$ cat src/rtl/ibex_multdiv_iter_pkg.sv
// Shared types for the iterative multiply/divide unit: operation codes,
// FSM state encoding and unroll limits.
package ibex_multdiv_iter_pkg;

  typedef enum logic [1:0] {
    MD_OP_MULL,
    MD_OP_MULH,
    MD_OP_DIV,
    MD_OP_REM
  } md_op_e;

  typedef enum logic [2:0] {
    MDI_IDLE,
    MDI_ABS,
    MDI_COMP,
    MDI_FIXUP,
    MDI_DONE
  } md_iter_state_e;

  localparam int MDI_MAX_UNROLL = 8;

  // True for the two operations that run the restoring divider.
  function automatic logic is_div_op(md_op_e op);
    return (op == MD_OP_DIV) || (op == MD_OP_REM);
  endfunction

endpackage

$ cat src/rtl/ibex_multdiv_iter_if.sv
// Request/result bundle of the iterative multiply/divide unit.
//
// Handshake: a request transfers on a rising clock edge where valid_i && ready_o;
// a result transfers on a rising edge where valid_o && ready_i. Once valid_o is
// high, it and result_o hold until the result transfers (or kill_i/rst_i).
// valid_i may rise without waiting for ready_o; ready_o never waits for valid_i.
import ibex_multdiv_iter_pkg::*;

interface ibex_multdiv_iter_if #(
  parameter int WIDTH = 32
);
  logic             valid_i;
  logic             ready_o;
  md_op_e           operator_i;
  logic [1:0]       signed_mode_i;
  logic [WIDTH-1:0] op_a_i;
  logic [WIDTH-1:0] op_b_i;
  logic             kill_i;
  logic             valid_o;
  logic             ready_i;
  logic [WIDTH-1:0] result_o;
  md_iter_state_e   state;      // debug view of the FSM state

  modport slave (
    input  valid_i, operator_i, signed_mode_i, op_a_i, op_b_i, kill_i, ready_i,
    output ready_o, valid_o, result_o, state
  );

  modport master (
    output valid_i, operator_i, signed_mode_i, op_a_i, op_b_i, kill_i, ready_i,
    input  ready_o, valid_o, result_o, state
  );
endinterface

$ cat src/rtl/ibex_multdiv_iter_step.sv
// One combinational radix-2 step. Multiply mode: LSB-first shift-add, where
// acc is the product, sh the shifted multiplicand and bits the remaining
// multiplier. Divide mode: MSB-first restoring subtract, where acc is the
// partial remainder, sh holds the divisor and bits shifts the dividend out
// while the quotient shifts in.
module ibex_multdiv_iter_step #(
  parameter int WIDTH = 32
) (
  input  logic               div_mode,
  input  logic [2*WIDTH-1:0] acc_i,
  input  logic [2*WIDTH-1:0] sh_i,
  input  logic [WIDTH-1:0]   bits_i,
  output logic [2*WIDTH-1:0] acc_o,
  output logic [2*WIDTH-1:0] sh_o,
  output logic [WIDTH-1:0]   bits_o
);

  logic [WIDTH:0]   rem_sh;
  logic [WIDTH:0]   divisor;
  logic [WIDTH+1:0] diff;

  // Single step of either algorithm; remainder stays below the divisor so it fits W bits.
  always_comb begin
    acc_o   = acc_i;
    sh_o    = sh_i;
    bits_o  = bits_i;
    rem_sh  = {acc_i[WIDTH-1:0], bits_i[WIDTH-1]};
    divisor = sh_i[WIDTH:0];
    diff    = {1'b0, rem_sh} - {1'b0, divisor};
    if (div_mode) begin
      bits_o = {bits_i[WIDTH-2:0], 1'b0};
      if (!diff[WIDTH+1]) begin
        acc_o     = {{(WIDTH-1){1'b0}}, diff[WIDTH:0]};
        bits_o[0] = 1'b1;
      end else begin
        acc_o = {{(WIDTH-1){1'b0}}, rem_sh};
      end
    end else begin
      if (bits_i[0]) acc_o = acc_i + sh_i;
      sh_o   = {sh_i[2*WIDTH-2:0], 1'b0};
      bits_o = {1'b0, bits_i[WIDTH-1:1]};
    end
  end

endmodule

$ cat src/rtl/ibex_multdiv_iter.sv
// Iterative multiply/divide unit: IDLE -> ABS -> COMP -> FIXUP -> DONE, with
// UNROLL radix-2 steps per COMP cycle and early exit for MULL.
import ibex_multdiv_iter_pkg::*;

module ibex_multdiv_iter #(
  parameter int WIDTH      = 32,
  parameter int UNROLL     = 1,
  parameter int EARLY_TERM = 1
) (
  input logic                clk_i,
  input logic                rst_i,
  ibex_multdiv_iter_if.slave md
);

  localparam int N     = WIDTH / UNROLL;
  localparam int CNT_W = (N > 1) ? $clog2(N) : 1;

  md_iter_state_e     state_q, state_d;
  md_op_e             op_q;
  logic [WIDTH-1:0]   op_a_q, op_b_q;
  logic               sign_a_q, sign_b_q;
  logic [2*WIDTH-1:0] acc_q, sh_q;
  logic [WIDTH-1:0]   bits_q;
  logic [CNT_W-1:0]   cnt_q;
  logic [WIDTH-1:0]   result_q;

  logic               accept, div_zero, div_mode, comp_last;
  logic [WIDTH:0]     mag_a, mag_b;
  logic [2*WIDTH-1:0] prod_fix;
  logic [WIDTH-1:0]   quot_fix, rem_fix, fix_result;

  logic [2*WIDTH-1:0] acc_c  [UNROLL+1];
  logic [2*WIDTH-1:0] sh_c   [UNROLL+1];
  logic [WIDTH-1:0]   bits_c [UNROLL+1];

  assign md.ready_o  = (state_q == MDI_IDLE) && !rst_i;
  assign md.valid_o  = (state_q == MDI_DONE);
  assign md.result_o = result_q;
  assign md.state    = state_q;

  assign accept   = md.valid_i && md.ready_o;
  assign div_zero = is_div_op(md.operator_i) && (md.op_b_i == '0);
  assign div_mode = is_div_op(op_q);

  // Magnitudes in a W+1-bit datapath so the most negative value stays exact.
  assign mag_a = sign_a_q ? -{1'b1, op_a_q} : {1'b0, op_a_q};
  assign mag_b = sign_b_q ? -{1'b1, op_b_q} : {1'b0, op_b_q};

  assign acc_c[0]  = acc_q;
  assign sh_c[0]   = sh_q;
  assign bits_c[0] = bits_q;

  for (genvar g = 0; g < UNROLL; g++) begin : g_step
    ibex_multdiv_iter_step #(.WIDTH(WIDTH)) u_step (
      .div_mode (div_mode),
      .acc_i    (acc_c[g]),
      .sh_i     (sh_c[g]),
      .bits_i   (bits_c[g]),
      .acc_o    (acc_c[g+1]),
      .sh_o     (sh_c[g+1]),
      .bits_o   (bits_c[g+1])
    );
  end

  // COMP ends on the last counted cycle, or early once MULL has no multiplier bits left.
  assign comp_last = (cnt_q == '0) ||
                     ((EARLY_TERM != 0) && (op_q == MD_OP_MULL) && (bits_c[UNROLL] == '0));

  // Sign correction of the finished magnitude result.
  always_comb begin
    prod_fix = (sign_a_q ^ sign_b_q) ? -acc_q : acc_q;
    quot_fix = (sign_a_q ^ sign_b_q) ? -bits_q : bits_q;
    rem_fix  = sign_a_q ? -acc_q[WIDTH-1:0] : acc_q[WIDTH-1:0];
    case (op_q)
      MD_OP_MULL: fix_result = prod_fix[WIDTH-1:0];
      MD_OP_MULH: fix_result = prod_fix[2*WIDTH-1:WIDTH];
      MD_OP_DIV:  fix_result = quot_fix;
      default:    fix_result = rem_fix;
    endcase
  end

  // Next-state logic; kill_i forces IDLE from any busy state.
  always_comb begin
    state_d = state_q;
    case (state_q)
      MDI_IDLE:  if (accept) state_d = div_zero ? MDI_DONE : MDI_ABS;
      MDI_ABS:   state_d = MDI_COMP;
      MDI_COMP:  if (comp_last) state_d = MDI_FIXUP;
      MDI_FIXUP: state_d = MDI_DONE;
      MDI_DONE:  if (md.ready_i) state_d = MDI_IDLE;
      default:   state_d = MDI_IDLE;
    endcase
    if ((state_q != MDI_IDLE) && md.kill_i) state_d = MDI_IDLE;
  end

  // State register.
  always_ff @(posedge clk_i) begin
    if (rst_i) state_q <= MDI_IDLE;
    else       state_q <= state_d;
  end

  // Operand capture, iteration datapath, counter and result register.
  always_ff @(posedge clk_i) begin
    if (rst_i) begin
      op_q     <= MD_OP_MULL;
      op_a_q   <= '0;
      op_b_q   <= '0;
      sign_a_q <= 1'b0;
      sign_b_q <= 1'b0;
      acc_q    <= '0;
      sh_q     <= '0;
      bits_q   <= '0;
      cnt_q    <= '0;
      result_q <= '0;
    end else begin
      if (accept) begin
        op_q     <= md.operator_i;
        op_a_q   <= md.op_a_i;
        op_b_q   <= md.op_b_i;
        sign_a_q <= md.signed_mode_i[0] & md.op_a_i[WIDTH-1];
        sign_b_q <= md.signed_mode_i[1] & md.op_b_i[WIDTH-1];
        if (div_zero) result_q <= (md.operator_i == MD_OP_DIV) ? '1 : md.op_a_i;
      end
      case (state_q)
        MDI_ABS: begin
          acc_q <= '0;
          cnt_q <= CNT_W'(N - 1);
          if (div_mode) begin
            sh_q   <= {{(WIDTH-1){1'b0}}, mag_b};
            bits_q <= mag_a[WIDTH-1:0];
          end else begin
            sh_q   <= {{(WIDTH-1){1'b0}}, mag_a};
            bits_q <= mag_b[WIDTH-1:0];
          end
        end
        MDI_COMP: begin
          acc_q  <= acc_c[UNROLL];
          sh_q   <= sh_c[UNROLL];
          bits_q <= bits_c[UNROLL];
          cnt_q  <= cnt_q - 1'b1;
        end
        MDI_FIXUP: result_q <= fix_result;
        default: ;
      endcase
    end
  end

endmodule

$ cat src/flat_wrapper.sv
// flat-port wrapper written by rule: the top's interface ports become plain ports
module ibex_multdiv_iter_flat 
#(
  parameter int WIDTH      = 32,
  parameter int UNROLL     = 1,
  parameter int EARLY_TERM = 1
)
  (clk_i, rst_i, md_valid_i, md_operator_i, md_signed_mode_i, md_op_a_i, md_op_b_i, md_kill_i, md_ready_i, md_ready_o, md_valid_o, md_result_o, md_state);
  ibex_multdiv_iter_if #(.WIDTH(WIDTH)) md_i ();
  input logic clk_i;
  input logic rst_i;
  input wire logic [$bits(md_i.valid_i)-1:0] md_valid_i;
  input wire logic [$bits(md_i.operator_i)-1:0] md_operator_i;
  input wire logic [$bits(md_i.signed_mode_i)-1:0] md_signed_mode_i;
  input wire logic [$bits(md_i.op_a_i)-1:0] md_op_a_i;
  input wire logic [$bits(md_i.op_b_i)-1:0] md_op_b_i;
  input wire logic [$bits(md_i.kill_i)-1:0] md_kill_i;
  input wire logic [$bits(md_i.ready_i)-1:0] md_ready_i;
  output wire logic [$bits(md_i.ready_o)-1:0] md_ready_o;
  output wire logic [$bits(md_i.valid_o)-1:0] md_valid_o;
  output wire logic [$bits(md_i.result_o)-1:0] md_result_o;
  output wire logic [$bits(md_i.state)-1:0] md_state;
  assign md_i.valid_i = md_valid_i;
  assign md_i.operator_i = md_operator_i;
  assign md_i.signed_mode_i = md_signed_mode_i;
  assign md_i.op_a_i = md_op_a_i;
  assign md_i.op_b_i = md_op_b_i;
  assign md_i.kill_i = md_kill_i;
  assign md_i.ready_i = md_ready_i;
  assign md_ready_o = md_i.ready_o;
  assign md_valid_o = md_i.valid_o;
  assign md_result_o = md_i.result_o;
  assign md_state = md_i.state;
  ibex_multdiv_iter #(.WIDTH(WIDTH), .UNROLL(UNROLL), .EARLY_TERM(EARLY_TERM)) u_core (.clk_i(clk_i), .rst_i(rst_i), .md(md_i));
endmodule
$ cat config.mk
export PLATFORM = sky130hd
export DESIGN_NAME = ibex_multdiv_iter_flat
export DESIGN_NICKNAME = d
export VERILOG_FILES = /design/src/rtl/ibex_multdiv_iter_pkg.sv /design/src/rtl/ibex_multdiv_iter_if.sv /design/src/rtl/ibex_multdiv_iter_step.sv /design/src/rtl/ibex_multdiv_iter.sv /design/src/flat_wrapper.sv
export SDC_FILE = /design/constraint.sdc
export NUM_CORES = 1
export LEC_CHECK = 0
export BUFFER_PORTS_ARGS = -buffer_cell sky130_fd_sc_hd__buf_4
export CELL_PAD_IN_SITES_DETAIL_PLACEMENT = 1
export CELL_PAD_IN_SITES_GLOBAL_PLACEMENT = 1
export CORE_ASPECT_RATIO = 0.8
export CORE_MARGIN = 2
export CORE_UTILIZATION = 35
export DETAILED_ROUTE_END_ITERATION = 16
export PLACE_DENSITY_LB_ADDON = 0.05
export SLEW_MARGIN = 40
export SYNTH_ARGS = -nofsm -noshare
export SYNTH_HDL_FRONTEND = slang
export SYNTH_HIERARCHICAL = 1
export SYNTH_SLANG_ARGS = --single-unit
$ cat constraint.sdc
create_clock -name clk_i -period 5.7 [get_ports clk_i]
set_clock_uncertainty 0.05 [all_clocks]
set_input_delay 1.14 -clock clk_i [delete_from_list [all_inputs] [get_ports clk_i]]
set_output_delay 1.14 -clock clk_i [all_outputs]
set_load 0.02 [all_outputs]
; Word-level counts from Yosys, hierarchy flattened
; Cells that the tools add are included.
[word_totals]
register_bits = 268
input_bits = 73
output_inout_bits = 37
wordCells = 86
[op_classes]
n_addsub = 8
n_eq_ne = 14
n_mux = 27
bitwise = 3
reduce_logical = 23
[op_table]
columns = operator, n
row1 = $mux 32, 8
row2 = $mux 64, 4
row3 = $pmux 64 s2, 2
row4 = $mux 33, 4
row5 = $pmux 32 s3, 1
row6 = $neg 33->33, 2
row7 = $add 64x64->64, 1
row8 = $logic_not 32->1, 2
row9 = $neg 32->32, 2
row10 = $neg 64->64, 1
row11 = $pmux 32 s2, 1
row12 = $sub 33x33->34, 1
row13 = $pmux 3 s5, 1
row14 = $mux 3, 4
row15 = $pmux 5 s2, 1
row16 = $eq 2x2->1 const B, 4
row17 = $eq 3x2->1 const B, 2
row18 = $reduce_and 2->1, 3
row19 = $reduce_bool 2->1, 3
row20 = $logic_and 1x1->1, 5
row21 = $logic_not 5->1, 1
row22 = $sub 5x1->5 const B, 1
row23 = $ne 2x1->1 const B, 2
row24 = $ne 2x2->1 const B, 2
row25 = other kinds (14), 17

; Logic depth before layout (Yosys ltp)
; Gate-level depths: netlist of the first run.
[depth]
word_depth = 8
ltp_mapped = 18
depth_no_buf = 16

; Cells and area by module
; The synthesis of the first run kept the hierarchy.
[modules_own_cells]
columns = module, instances, cells_each, area_per_inst_um2, seq_area_each_um2
row1 = ibex_multdiv_iter, 1, 2025, 15792.6, 5365.1
row2 = ibex_multdiv_iter_step, 1, 1218, 7948.9, 0.0

; Worst setup path after synthesis of the first run
; No wires, ideal clock.
[synth_timing]
kind = reg-to-reg
startpoint = register u_core.acc_q[7]
endpoint = register u_core.state_q[0], in the netlist u_core/md.state[0]
setup_time_ns = 0.091
t_arrival_ns = 3.664
required_ns = 5.559
setup_slack_ns = 1.895
path_stages_with_launch = 18
n_path_buf = 2
synth_period_minus_slack_ns = 3.805
cell_sequence = dfxtp_1 -> ha_1 -> clkbuf_2 -> a21oi_1 -> a21oi_1 -> a221oi_1 -> o21ai_0 -> a31oi_1 -> o211a_1 -> o31ai_1 -> a21oi_1 -> buf_2 -> a21oi_1 -> nor4_1 -> nand4_1 -> nor4_1 -> nor3_1 -> nor4bb_1
[synth_lines]
columns = item, line_no
row1 = "start, declared", ibex_multdiv_iter.sv:22  ; logic [2*WIDTH-1:0] acc_q, sh_q;
row2 = "start signal, assigned", ibex_multdiv_iter.sv:137  ; acc_q <= acc_c[UNROLL];
row3 = "end signal, assigned", ibex_multdiv_iter.sv:99  ; else state_q <= state_d;
row4 = "end, declared", ibex_multdiv_iter.sv:18  ; md_iter_state_e state_q, state_d;

==> results.md, run 1 <==
- Result of the run: completed
- Async SR Flop Fraction: 0%
- Final Cycle Share: 83.1%
- CP startpoint: u_core/acc_q[8]$_SDFFE_PP0N_
- Worst slack, placed: 0.967 ns
- Core Area: between 60000 and 70000 um^2
- Port-buffer cells: about 110
- Die Wd: 295 um
- HP Start: u_core/md.result_o[6]$_SDFFE_PP0P_
- Final Util: ~40%
- Fmax: between 200 and 250 MHz
- Filler Cells Inserted: 8283
- Share of layout cells above drive strength 1: about an eighth
- Max Transition Viols Final: 0
- H-tree Lvls: 2
- Count leader, synth: nand2_1
- Max IR drop VDD: 193 uV
- Seq/Total Area, Yosys: 22.6%
- Max-Cap Viols: 0
- Drt first pass iters: 7
- RSZ-0062 raised after global routing: false
- Pwr Density: approximately 240 nW/um^2
- Area leader, netlist: dfxtp_1
- Crit Path Category: flop to flop
- Die area: between 60000 and 70000 um^2
- Total number of vias: between 20000 and 30000
- CP required: around 6 ns
- Num CTS Buffers: 38
- Ys flop type: dfxtp_1
- Worst skew pair latency: around 0.6 ns
- P_leak: 10.4 nW
- Ports: 110
- Final WS setup: a little under 1 ns
- Cells after synthesis: between 3000 and 4000
- Final Hold Viols: 0
- DRC viols: 0
- Clock buffer depth: 3
- Cell variety after synth: 96
- Synth warnings: 6
- Hold Path Class: flop to flop
- Number of DRC markers in iteration 0: between 2000 and 3000
- FP Rows: 85
- Synth Net Count: between 3000 and 4000
- CP arrival: approximately 5 ns
- Vias per cell: between 6 and 7
- Routed WL per cell: 27.3 um
- Number of hold buffers added after cts: 0
- Root Driver: clkbuf_16
- Worst setup SP type: flop
- Detail Placement HPWL: approximately 86000 um
- Slew @ Worst Pin: a little under 1 ns
- Max-Slew Margin vs Limit: 35.2%
- Post-synth top area share: between 20% and 30%
- Die H: 237 um
- Max FO, Critical Path: 13
- Synth top cells by count: 421 x nand2_1, 307 x nor2_1, 268 x dfxtp_1, 215 x a21oi_1, 211 x clkbuf_1
- Crit path time final: ~4.7 ns
- DRT Wirelength: around 110000 um
- Setup tns final: 0 ns
- Post-DRT Antenna Nets: 0
- Post-Syn Area: approximately 24000 um^2
- Flops & latches, synth: 268
- Gpl congestion: ~0.97
- Overflow after GRT: 0
- Clk slew on worst S/H paths: approximately 0.060 ns
- Global Route Usage Sum: a little under a third
- Initial Utilization: roughly a third
- Global-route wire length before repair: 167000 um
- Post-synth EDFFs: 0
- Reg-to-Reg Start: u_core/acc_q[8]$_SDFFE_PP0N_
- Final setup fails: 0
- Antenna violations before repair: 7
- Post-CTS sizing: 0
- Top cells by area, synth: dfxtp_1 23%, nand2_1 6.7%, ha_1 5.4%
- Postcts setup bufs: 0
- Vias in the first global route: approximately 25000
- Area Growth Syn to Fin: 12.8%
- Largest net degree at the start of global routing: 192
- CTS tree: built
- Fin nets: around 3400
- Mean post-synth cell area: about 7.3 um^2
- CP Capture Type: flop
- Clock Sinks: 268
## power by group
part	internal (W)	total, W	leakage, nW	switching, W
Combinational	0.000513	0.00162	7.62	0.00111
Sequential	0.00194	0.00206	2.18	0.000115
Clock	0.00156	0.00262	0.645	0.00106
Total	0.00401	0.00629	10.4	0.00228
## kinds of logic after synthesis
| family | after synthesis | share of synthesized area (%) |
|---|---|---|
| AND/OR/NAND/NOR | 1183 | 23.9 |
| AO/OA/AOI/OAI | 1015 | 29.1 |
| buffers and inverters | 337 | 5.54 |
| flip-flops | 268 | 22.6 |
| XOR/XNOR | 228 | 8.41 |
| multiplexers | 108 | 4.91 |
| adder cells (fa/ha/maj) | 104 | 5.54 |
## sequential cells by signal, indices dropped and copies added, names as in the netlist
register and flops:
u_core/acc_q 64, u_core/bits_q 32, u_core/cnt_q 5, u_core/md.result_o 32, u_core/md.state 3, u_core/op_a_q 32, u_core/op_b_q 32, u_core/op_q 2
u_core/sh_q 64, u_core/sign_a_q 1, u_core/sign_b_q 1
## layout by cell type, fill, tap and decap left out, drive strengths merged, types with 31 or more instances in the layout
cell type  synthesis  routed
nand3             46      46
inv               82      85
xor2              90      90
nand4             37      37
nand3b            62      62
mux2              67      67
mux2i             41      41
ha               102     102
o41ai             31      31
nor2             307     307
buf               40     174
a222oi            31      31
clkbuf           213      47
a22oi            127     127
xnor2            138     138
nor4              66      66
o21ai            208     208
a21oi            218     218
nor2b             39      39
a211oi            48      48
nor3              63      63
nand2            422     422
a21o              51      51
o31ai             52      52
dfxtp            268     268
a31oi             44      44
## final timing paths
| check | end | slack [ns] | depth (start not counted) |
|---|---|---|---|
| worst min register to register | u_core/md.result_o[6]$_SDFFE_PP0P_ | 0.43 | 2 |
| worst max-delay path | u_core/acc_q[63]$_SDFFE_PP0N_ | 0.97 | 16 |
| worst min-delay path | u_core/md.result_o[6]$_SDFFE_PP0P_ | 0.43 | 2 |
| worst max register to register | u_core/acc_q[63]$_SDFFE_PP0N_ | 0.97 | 16 |
## critical path, cell delays in order (launching register included)
cell and delay, ns:
dfxtp_1 0.30, buf_4 0.20, ha_1 0.41, nand4_1 0.17
or2_2 0.35, a211oi_1 0.36, o2111ai_1 0.29, a31oi_1 0.67
o21ai_0 0.23, buf_4 0.22, a21oi_1 0.27, o21ai_0 0.16
and3_1 0.19, o21ai_0 0.16, mux2_2 0.36, a22oi_1 0.17
nor2_1 0.06
## metal layers
layer / vias up / global-route usage, % / part of all wire, %
met4: 4 / 10.5 / 3.4
met1: 12871 / 46.0 / 47
li1: 11890 / - / -
met3: 175 / 9.96 / 9.9
met2: 974 / 42.9 / 39
met5: - / 3.00 / 0.23
## final cells by class
| cell class | count | area [um^2] | area share, % |
|---|---|---|---|
| repair buffers | 175 | 1390 | 5.19 |
| clock buffers | 46 | 1020 | 3.81 |
| inverters | 84 | 315 | 1.18 |
| multi-input cells | 2638 | 17200 | 64.3 |
| diodes | 5 | 12.5 | 0.0467 |
| flip-flops and latches | 268 | 5370 | 20.1 |
| clock inverters | 19 | 302 | 1.13 |
| well taps | 913 | 1140 | 4.27 |
## metrics by stage
step | hold WS, ns | cells | instance area, um^2 | power, W
floorplan | 0.406 | 3243 | 23700 | 0.00306
global placement | 0.411 | 4076 | 25300 | 0.00363
detailed placement | 0.427 | 4077 | 25400 | 0.00367
CTS | 0.438 | 4142 | 26700 | 0.00631
global route | 0.452 | 4145 | 26800 | 0.00655
finish | 0.433 | 4148 | 26800 | 0.00629
Note: power is estimated with default switching activity, not from simulation.
==> run 2: changes to the inputs <==
- clock period: 5.7 -> 4.1 ns (I/O delays scaled with it)
==> run 2 against run 1 <==
  * Largest power group unchanged
  * Combinational power is 48% higher
  * Routed wire length is 3.6% higher
  * Utilization grew 1.5 points
  * Cell count up 2.9%
  * First-iteration DRC count fell by 3.2%
  * Sequential power up 39%
  * Sequential cell count unchanged
==> results.md, run 2 (synthesis results as in run 1) <==
- CP Capture Type: flop
- WL met3: between 8000 and 9000 um
- Crit path time final: 3.95 ns
- Final WS setup: 0.145 ns
- Max IR drop VDD: between 200 and 300 uV
- Core Area: about 67000 um^2
- H-tree Lvls: 2
- Hold Path Class: primary input to flop
- Max-Slew Margin vs Limit: roughly 34%
- Routed WL per cell: approximately 28 um
- Sequential share of power: between 30% and 40%
- Max Transition Viols Final: 0
- Area of the multi-input gates: between 15000 and 20000 um^2
- Final Hold Viols: 0
- Net Sw Frac: between 30% and 40%
- Num CTS Buffers: 37
- CP required: between 4 and 5 ns
- Most used cell, CP: buf_4
- DRT met1 WL: approximately 59000 um
- Combinational share of power: 27.0%
- Pwr Density: around 320 nW/um^2
- Clock network power share: 40.7%
- FF/Latch Area: roughly 5400 um^2
- Clk slew on worst S/H paths: ~0.06 ns
- Detail Placement HPWL: ~91000 um
- CTS tree: built
- FP Rows: 85
- Number of DRC markers in iteration 0: about 2600
- Overflow after GRT: 0
- Post-DRT Antenna Nets: 0
- Global-route wire length before repair: 174000 um
- Most common cell after layout, fill and taps aside: nand2_1
- Worst setup SP type: flop
- Max-Cap Viols: 0
- Die Wd: between 200 and 300 um
- Clock Sinks: ~270
- Crit Path Category: flop to flop
- Gpl congestion: around 0.95
- Top Layer Used: met5
- Cells along the critical path: ha_1 -> a21oi_1 -> nand4b_1 -> a211oi_2 -> o2111ai_2 -> a31oi_1 -> buf_4 -> o21ai_0 -> buf_4 -> a21oi_1 -> buf_4 -> o21ai_1 -> and3_1 -> o21ai_0 -> mux2_2 -> a22oi_1 -> nor2_1
- Fin area: 27800 um^2
- Root Driver: clkbuf_16
- Largest net degree at the start of global routing: approximately 160
- Max FO, Critical Path: 3
- Total number of vias: 26589
- Vias in the first global route: approximately 26000
- Max incr delay on CP: 0.38 ns
- Vias per cell: 6.23
- CP arrival: between 4 and 5 ns
- P_leak: 11.1 nW
- Port-buffer cells: approximately 110
- Fin nets: 3504
- Final Util: between 40% and 50%
- Internal power: ~0.0057 W
- Initial Utilization: 35.3%
- Die H: 237 um
- Result of the run: completed
- Slew @ Worst Pin: 0.988 ns
- Crit path buf inv count: 3
- Clock buffer depth: 3
- Fmax: between 200 and 300 MHz
- Post-place instance area: between 20000 and 30000 um^2
- Setup tns final: 0 ns
- Top flop regs: u_core/acc_q (64), u_core/sh_q (64)
- Worst slack, placed: -0.156 ns
- DRT Wirelength: 117000 um
- Global Route Usage Sum: 32.7%
- Met2 wire length: between 40000 and 50000 um
- Commonest non-fill, non-tap cells in the layout: 420 x nand2_1, 304 x nor2_1, 287 x buf_4
- Die area: 69900 um^2
- Filler Cells Inserted: around 8300
- Sw power: about 0.0031 W
- Slowest-stage cell, CP: a211oi_2
- Final setup fails: 0
- Drt first pass iters: 8
- DRC viols: 0
- Final Cycle Share: between 90% and 100%
- Delay-heaviest family, CP: compound AO/OA/AOI/OAI gates
- Worst skew pair latency: about 0.56 ns
- Area Growth Syn to Fin: 16.9%
- Ports: 110
- Antenna violations before repair: 8
- Share of layout cells above drive strength 1: 15.5%
==> run 2: worst paths after layout <==
kind	cells after the start	slack, ns	endpoint	from
worst max register to register	17	0.15	u_core/acc_q[63]$_SDFFE_PP0N_	u_core/sh_q[1]$_SDFFE_PP0N_
worst max-delay path	17	0.15	u_core/acc_q[63]$_SDFFE_PP0N_	u_core/sh_q[1]$_SDFFE_PP0N_
worst min register to register	2	0.42	u_core/md.result_o[30]$_SDFFE_PP0P_	u_core/md.result_o[30]$_SDFFE_PP0P_
worst min-delay path	3	0.40	u_core/op_b_q[23]$_SDFFE_PP0P_	md_op_b_i[23]
==> run 2: per-stage QoR <==
stage | std cells | total power, W | hold WS, ns
after floorplan | 3243 | 0.00426 | 0.406
after global placement | 4192 | 0.00517 | 0.401
after detailed placement | 4192 | 0.00521 | 0.405
after CTS | 4258 | 0.00883 | 0.363
after global routing | 4267 | 0.00920 | 0.389
final | 4268 | 0.00884 | 0.398
==> run 2: metal layers <==
metal	up-vias	track usage (%)
met2	937	46.4
met1	13346	50.9
li1	12147	-
met5	-	0
met3	153	5.08
met4	6	7.25
==> run 2: worst reg2reg max path, stage by stage (launching register included) <==
cell and delay (ns):
dfxtp_1 0.33, ha_1 0.29, a21oi_1 0.12, nand4b_1 0.32, a211oi_2 0.38, o2111ai_2 0.23, a31oi_1 0.23, buf_4 0.16
o21ai_0 0.09, buf_4 0.18, a21oi_1 0.15, buf_4 0.17, o21ai_1 0.11, and3_1 0.19, o21ai_0 0.20, mux2_2 0.37
a22oi_1 0.17, nor2_1 0.06
==> run 2: cell type report <==
type | count | share of cell area [%]
diodes | 1 | 0.00901
multi-input cells | 2638 | 62.1
repair buffers | 298 | 8.46
inverters | 84 | 1.14
clock inverters | 16 | 0.811
clock buffers | 50 | 3.96
flip-flops and latches | 268 | 19.4
well taps | 913 | 4.11
==> run 2: what timing repair did <==
item / CTS / global route
endpoints found under the hold margin: 0 / 0
pin swaps: 1 / 14
gates resized for setup: 3 / 29
hold buffers: 0 / 0
endpoints found under the setup margin: 5 / 20
buffers inserted: 0 / 8
==> run 2: power groups by stage <==
stage / Combinational (W) / Clock [W] / Sequential [W]
finish: 0.00239 / 0.00359 / 0.00286
global route: 0.00256 / 0.00377 / 0.00287
CTS: 0.00231 / 0.00367 / 0.00285
detailed placement: 0.00230 / 0 / 0.00291
global placement: 0.00227 / 0 / 0.00290
floorplan: 0.00141 / 0 / 0.00285
